--- config.mk ---
export PLATFORM = sky130hd
export DESIGN_NAME = ip_bus_arbiter
export DESIGN_NICKNAME = d
export VERILOG_FILES = /design/src/rtl/ip_bus_arbiter.sv
export SDC_FILE = /design/constraint.sdc
export NUM_CORES = 1
export LEC_CHECK = 0
export ABC_AREA = 1
export BUFFER_PORTS_ARGS = -buffer_cell sky130_fd_sc_hd__buf_2
export CELL_PAD_IN_SITES_DETAIL_PLACEMENT = 0
export CELL_PAD_IN_SITES_GLOBAL_PLACEMENT = 1
export CORE_ASPECT_RATIO = 1.5
export CORE_MARGIN = 3
export CORE_UTILIZATION = 34
export CTS_CLUSTER_DIAMETER = 150
export CTS_CLUSTER_SIZE = 14
export DETAILED_ROUTE_END_ITERATION = 16
export GPL_ROUTABILITY_DRIVEN = 1
export PLACE_DENSITY = 0.85
export SYNTH_ARGS = -nofsm -noshare
export SYNTH_HDL_FRONTEND = slang
export SYNTH_SLANG_ARGS = --single-unit
--- constraint.sdc ---
create_clock -name clk -period 1.8 [get_ports clk]
set_input_delay 0 -clock clk [delete_from_list [all_inputs] [get_ports clk]]
set_output_delay 0 -clock clk [all_outputs]
set_load 0.03 [all_outputs]
--- src/rtl/ip_bus_arbiter.sv ---
// ip_bus_arbiter
//   Two-master round-robin arbiter and sequencer for the internal device bus.
//   One transaction is in flight at a time. The sequence is IDLE -> ISSUE (strobe)
//   -> [WAIT_READ] -> DONE (ack). Reads give up after TIMEOUT_CYCLES wait cycles
//   and return FFh with a bus_timeout pulse.
//
// Ports
//   clk, n_reset            : clock (rising edge), async active-low reset
//   mX_req                  : level request, held until mX_ack
//   mX_address/write_data   : transaction address / write data
//   mX_write, mX_io         : 1 = write / 1 = I/O space
//   mX_ack, mX_read_data    : one-cycle completion pulse + read data (00h otherwise)
//   bus_timeout             : pulses with the ack of an abandoned read
//   bus_address/write_data  : latched request, held between transactions
//   bus_read/write/io/memory: one-cycle strobes and space qualifiers
//   bus_read_ready/data     : OR-ed device read response
//
// All outputs come straight from flops. The comb block computes the next value
// of every output register together with the next state.
module ip_bus_arbiter #(
    parameter int TIMEOUT_CYCLES = 15
) (
    input  logic        clk,
    input  logic        n_reset,
    input  logic        m0_req,
    input  logic        m1_req,
    input  logic [15:0] m0_address,
    input  logic [15:0] m1_address,
    input  logic [7:0]  m0_write_data,
    input  logic [7:0]  m1_write_data,
    input  logic        m0_write,
    input  logic        m1_write,
    input  logic        m0_io,
    input  logic        m1_io,
    output logic        m0_ack,
    output logic        m1_ack,
    output logic [7:0]  m0_read_data,
    output logic [7:0]  m1_read_data,
    output logic        bus_timeout,
    output logic [15:0] bus_address,
    output logic [7:0]  bus_write_data,
    output logic        bus_read,
    output logic        bus_write,
    output logic        bus_io,
    output logic        bus_memory,
    input  logic        bus_read_ready,
    input  logic [7:0]  bus_read_data
);

    typedef enum logic [1:0] {IDLE, ISSUE, WAIT_READ, DONE} state_t;

    typedef struct packed {
        logic [15:0] address;
        logic [7:0]  write_data;
        logic        write;
        logic        io;
    } bus_req_t;

    localparam logic [7:0] CNT_LAST = 8'(TIMEOUT_CYCLES - 1);

    state_t           state_q, state_d;
    logic             last_grant_q, last_grant_d;
    logic             grant_q, grant_d;
    logic [7:0]       cnt_q, cnt_d;
    logic             write_q, write_d;
    logic             io_q, io_d;
    logic [15:0]      addr_q, addr_d;
    logic [7:0]       wdata_q, wdata_d;
    logic             rd_q, rd_d, wr_q, wr_d, bio_q, bio_d, bmem_q, bmem_d;
    logic [1:0]       ack_q, ack_d;
    logic [1:0][7:0]  rdata_q, rdata_d;
    logic             to_q, to_d;

    bus_req_t m0_r, m1_r, req_sel;
    logic     sel;

    assign m0_r    = {m0_address, m0_write_data, m0_write, m0_io};
    assign m1_r    = {m1_address, m1_write_data, m1_write, m1_io};
    // On a tie the master that did not win last time gets the bus.
    assign sel     = (m0_req && m1_req) ? ~last_grant_q : m1_req;
    assign req_sel = sel ? m1_r : m0_r;

    always_comb begin
        state_d      = state_q;
        last_grant_d = last_grant_q;
        grant_d      = grant_q;
        cnt_d        = cnt_q;
        write_d      = write_q;
        io_d         = io_q;
        addr_d       = addr_q;
        wdata_d      = wdata_q;
        rd_d         = 1'b0;
        wr_d         = 1'b0;
        bio_d        = 1'b0;
        bmem_d       = 1'b0;
        ack_d        = '0;
        rdata_d      = '0;
        to_d         = 1'b0;

        case (state_q)
            IDLE: begin
                if (m0_req || m1_req) begin
                    grant_d      = sel;
                    last_grant_d = sel;
                    addr_d       = req_sel.address;
                    wdata_d      = req_sel.write_data;
                    write_d      = req_sel.write;
                    io_d         = req_sel.io;
                    // Strobes are loaded here so they are high during ISSUE.
                    wr_d         = req_sel.write;
                    rd_d         = ~req_sel.write;
                    bio_d        = req_sel.io;
                    bmem_d       = ~req_sel.io;
                    state_d      = ISSUE;
                end
            end
            ISSUE: begin
                if (write_q) begin
                    ack_d[grant_q] = 1'b1;
                    state_d        = DONE;
                end else begin
                    cnt_d   = '0;
                    state_d = WAIT_READ;
                end
            end
            WAIT_READ: begin
                // A ready on the final count wins over the timeout.
                if (bus_read_ready) begin
                    ack_d[grant_q]   = 1'b1;
                    rdata_d[grant_q] = bus_read_data;
                    state_d          = DONE;
                end else if (cnt_q == CNT_LAST) begin
                    ack_d[grant_q]   = 1'b1;
                    rdata_d[grant_q] = 8'hFF;
                    to_d             = 1'b1;
                    state_d          = DONE;
                end else begin
                    cnt_d = cnt_q + 8'd1;
                end
            end
            DONE: begin
                state_d = IDLE;
            end
            default: state_d = IDLE;
        endcase
    end

    always_ff @(posedge clk or negedge n_reset) begin
        if (!n_reset) begin
            state_q      <= IDLE;
            last_grant_q <= 1'b1;
            grant_q      <= 1'b0;
            cnt_q        <= '0;
            write_q      <= 1'b0;
            io_q         <= 1'b0;
            addr_q       <= '0;
            wdata_q      <= '0;
            rd_q         <= 1'b0;
            wr_q         <= 1'b0;
            bio_q        <= 1'b0;
            bmem_q       <= 1'b0;
            ack_q        <= '0;
            rdata_q      <= '0;
            to_q         <= 1'b0;
        end else begin
            state_q      <= state_d;
            last_grant_q <= last_grant_d;
            grant_q      <= grant_d;
            cnt_q        <= cnt_d;
            write_q      <= write_d;
            io_q         <= io_d;
            addr_q       <= addr_d;
            wdata_q      <= wdata_d;
            rd_q         <= rd_d;
            wr_q         <= wr_d;
            bio_q        <= bio_d;
            bmem_q       <= bmem_d;
            ack_q        <= ack_d;
            rdata_q      <= rdata_d;
            to_q         <= to_d;
        end
    end

    assign m0_ack         = ack_q[0];
    assign m1_ack         = ack_q[1];
    assign m0_read_data   = rdata_q[0];
    assign m1_read_data   = rdata_q[1];
    assign bus_timeout    = to_q;
    assign bus_address    = addr_q;
    assign bus_write_data = wdata_q;
    assign bus_read       = rd_q;
    assign bus_write      = wr_q;
    assign bus_io         = bio_q;
    assign bus_memory     = bmem_q;

endmodule

==> results by group <==
Timing
  • Worst slew pin tran: 0.458 ns
  • Final setup TNS: 0 ns
  • Hold slack: 0.0000528 ns
  • Post-route worst setup slack: 0.258 ns
  • Final hold viol count: 0
  • Fmax: 649 MHz
  • Tmin final: 1.54 ns
  • Tcrit/Tclk final: 85.6%
  • RSZ-0062 raised after global routing: no
  • Setup violations, final: 0
  • Setup Skew: 0.00550 ns
  • Slew margin rel.: 69.4%
  • Slew Viols, Final: 0

Synth
  • Fraction of registers with async set/reset: 100%
  • Post-synth top area share: 55.1%
  • Main flop type after synthesis: dfrtp_1
  • Post-Synthesis Cells: approximately 310
  • Post-synth EDFFs: 0
  • Post-Syn Area: roughly 0.0027 sq mm
  • Post-Syn Area per Cell: approximately 8.6 sq um
  • Post-synthesis sequential area ratio: around 56%
  • Yosys top cell by area: dfrtp_1
  • Top cells by area, synth: dfrtp_1, nand2_1, nor2_1, o21ai_0, o21ai_1
  • YS warnings: 0
  • Net Count, Synth: 383
  • Post-synth cell types: 28
  • Synth Register Bits: 60

Global route
  • Initial antenna violation count: 0
  • Largest net degree at the start of global routing: 61
  • First-pass GRT wire length: 12900 um
  • Total gr overflow: 0
  • Vias in the first global route: 2817
  • GRT Resource Usage Total: a little under a fifth

Critical path
  • Worst Setup End Kind: flip-flop
  • Critical Path Start Type: flip-flop
  • Crit path cell chain: inv_1 > ha_1 > nand3_2 > o21bai_4 > nand2_2 > nand2_2 > nand2_1 > nand2_1
  • CP Data Required Time: 2.06 ns
  • Setup CP Type: flip-flop to flip-flop
  • Worst path max stage delay: roughly 0.40 ns
  • Crit path capture: cnt_q[5]
  • Worst Path Arrival: 1.81 ns
  • FF-to-FF Start: cnt_q[0]
  • Worst r2r path cells: 8
  • Reg2reg setup slack: roughly 0.26 ns
  • Worst Setup SP: cnt_q[0]
  • Slowest CP cell: dfrtp_1
  • Critical path fanouts, max: 11
  • Worst reg2reg endpoint: cnt_q[5]

Floorplanning
  • Core Area: 0.00766 sq mm
  • I/O pin count: 112
  • Initial Util: between 30% and 40%
  • Row count: 39
  • Die W: ~78 um
  • Die ar.: 0.00900 sq mm
  • Chip height: 115 um

Place
  • I/O Buffers: 111
  • Final HPWL DP: 4930 um
  • Post-place setup slack: 0.240 ns
  • GP Congestion: 0.730

CTS
  • H-tree lvl count: 3
  • Max clock buf depth: 2
  • CTS tree: done
  • CTS Sinks: 60
  • Cts bufs inserted: 9
  • Root buffer cell: clkbuf_16
  • Clk pin slew, worst setup/hold paths: ~0.050 ns
  • Skew-Pair Late Insertion Delay: 0.33 ns

Route
  • Vias: 2710
  • Drt wl/cell: 13.0 um
  • Number of remaining DRC errors: 0
  • Initial DRC Count: 155
  • Initial DRT Pass Iterations: 5
  • Vias/cell: 4.58
  • Post-DRT Antenna Nets: 0
  • Aggregate routed wire length: between 7000 and 8000 um

Layout
  • Area Growth Syn to Fin: 58.4%
  • Fraction of layout cells with a size suffix above 1: 29.4%
  • Layout Nets: 556
  • Commonest non-fill, non-tap cell in the layout: buf_2
  • Fill cell count: 677
  • Most frequent cells in the layout: buf_2, nand2_1, nor2_1
  • Antenna cells: 0

Power and ir drop
  • Leak: 0.00221 uW
  • Worst VDD drop: 0.948 mV
  • Power Density: 1520 mW/mm^2

Flow run
  • Max-cap check violation count: 0

Min path
  • Min-delay worst type: input pin to flip-flop

Run status
  • Outcome: complete, no violations
## power breakdown
| part | internal [uW] | switching, uW | total (uW) |
|---|---|---|---|
| Combinational | 817 | 1790 | 2610 |
| Clock | 1240 | 572 | 1810 |
| Sequential | 1800 | 222 | 2020 |
| Total | 3850 | 2590 | 6440 |
## layout make-up
| cell class | instances | area, sq um | share of cell area [%] |
|---|---|---|---|
| flip-flops and latches | 60 | 1500 | 35.4 |
| well taps | 102 | 128 | 3.01 |
| inverters | 16 | 60.1 | 1.42 |
| clock buffers | 11 | 243 | 5.72 |
| clock inverters | 4 | 73.8 | 1.74 |
| multi-input cells | 226 | 1060 | 25.0 |
| repair buffers | 173 | 1180 | 27.7 |
## cells in the mapped netlist (2+ instances only)
cell / count
nand2_1: 73
nand2_2: 5
inv_2: 2
ha_1: 5
nor3_1: 8
nor3b_1: 2
o21bai_1: 2
o21ai_0: 39
buf_2: 6
nor2_1: 60
inv_1: 14
o21ai_1: 13
nand3_1: 8
clkbuf_1: 4
dfrtp_1: 59
## critical path, delay by kind of cell, from the launching register on
family	cells	cell delay, ns
flops	1	0.40
simple gates	5	0.65
compound gates	1	0.18
fa+ha+maj	1	0.16
buf+inv	1	0.09
## per-layer routing
| metal | routed length (um) | global-route usage, % |
|---|---|---|
| met4 | 174 | 8.28 |
| met1 | 2930 | 20.3 |
| met3 | 616 | 6.54 |
| met5 | 0 | 0 |
| met2 | 3960 | 32.4 |
## through the flow
step                power [uW]  instance area (sq um)  cells  utilization (%)
detailed placement        4550                   3350    520             43.8
finish                    6440                   4240    592             55.4
global route              6850                   4240    592             55.4
floorplan                 3760                   2680    313                -
global placement          4500                   3350    520             43.8
CTS                       6490                   4240    592             55.4
## kinds of logic (layout without fill, tap and decap cells)
kind of cell / count (synthesis) / in the layout / synth area share, %
AO/OA/AOI/OAI: 57 / 57 / 11.4
adder cells (fa/ha/maj): 5 / 5 / 2.34
buffers and inverters: 27 / 204 / 4.35
flip-flops: 60 / 60 / 56.1
AND/OR/NAND/NOR: 164 / 164 / 25.7
## timing repair
action	in CTS	in global routing
setup endpoints to repair	0	6
hold buffers	57	0
endpoints found under the hold margin	102	0
buffers inserted	0	0
gates resized for setup	0	1
## sequential cells by signal (all words and copies together), names as in the netlist, 2 cells and up
signal	cells
bus_address	16
cnt_q	8
m0_read_data	8
ack_q	2
bus_write_data	8
state_q	2
m1_read_data	8
## how the worst min path moves through the flow
stage / start / endpoint / depth (start not counted)
floorplan: n_reset / ack_q[0] / 0
global placement: n_reset / m1_read_data[0] / 2
detailed placement: n_reset / m0_read_data[0] / 2
CTS: m0_address[0] / bus_address[0] / 3
global route: m0_address[0] / bus_address[0] / 3
finish: m0_address[0] / bus_address[0] / 3
Power figures use the tool's default switching activity.
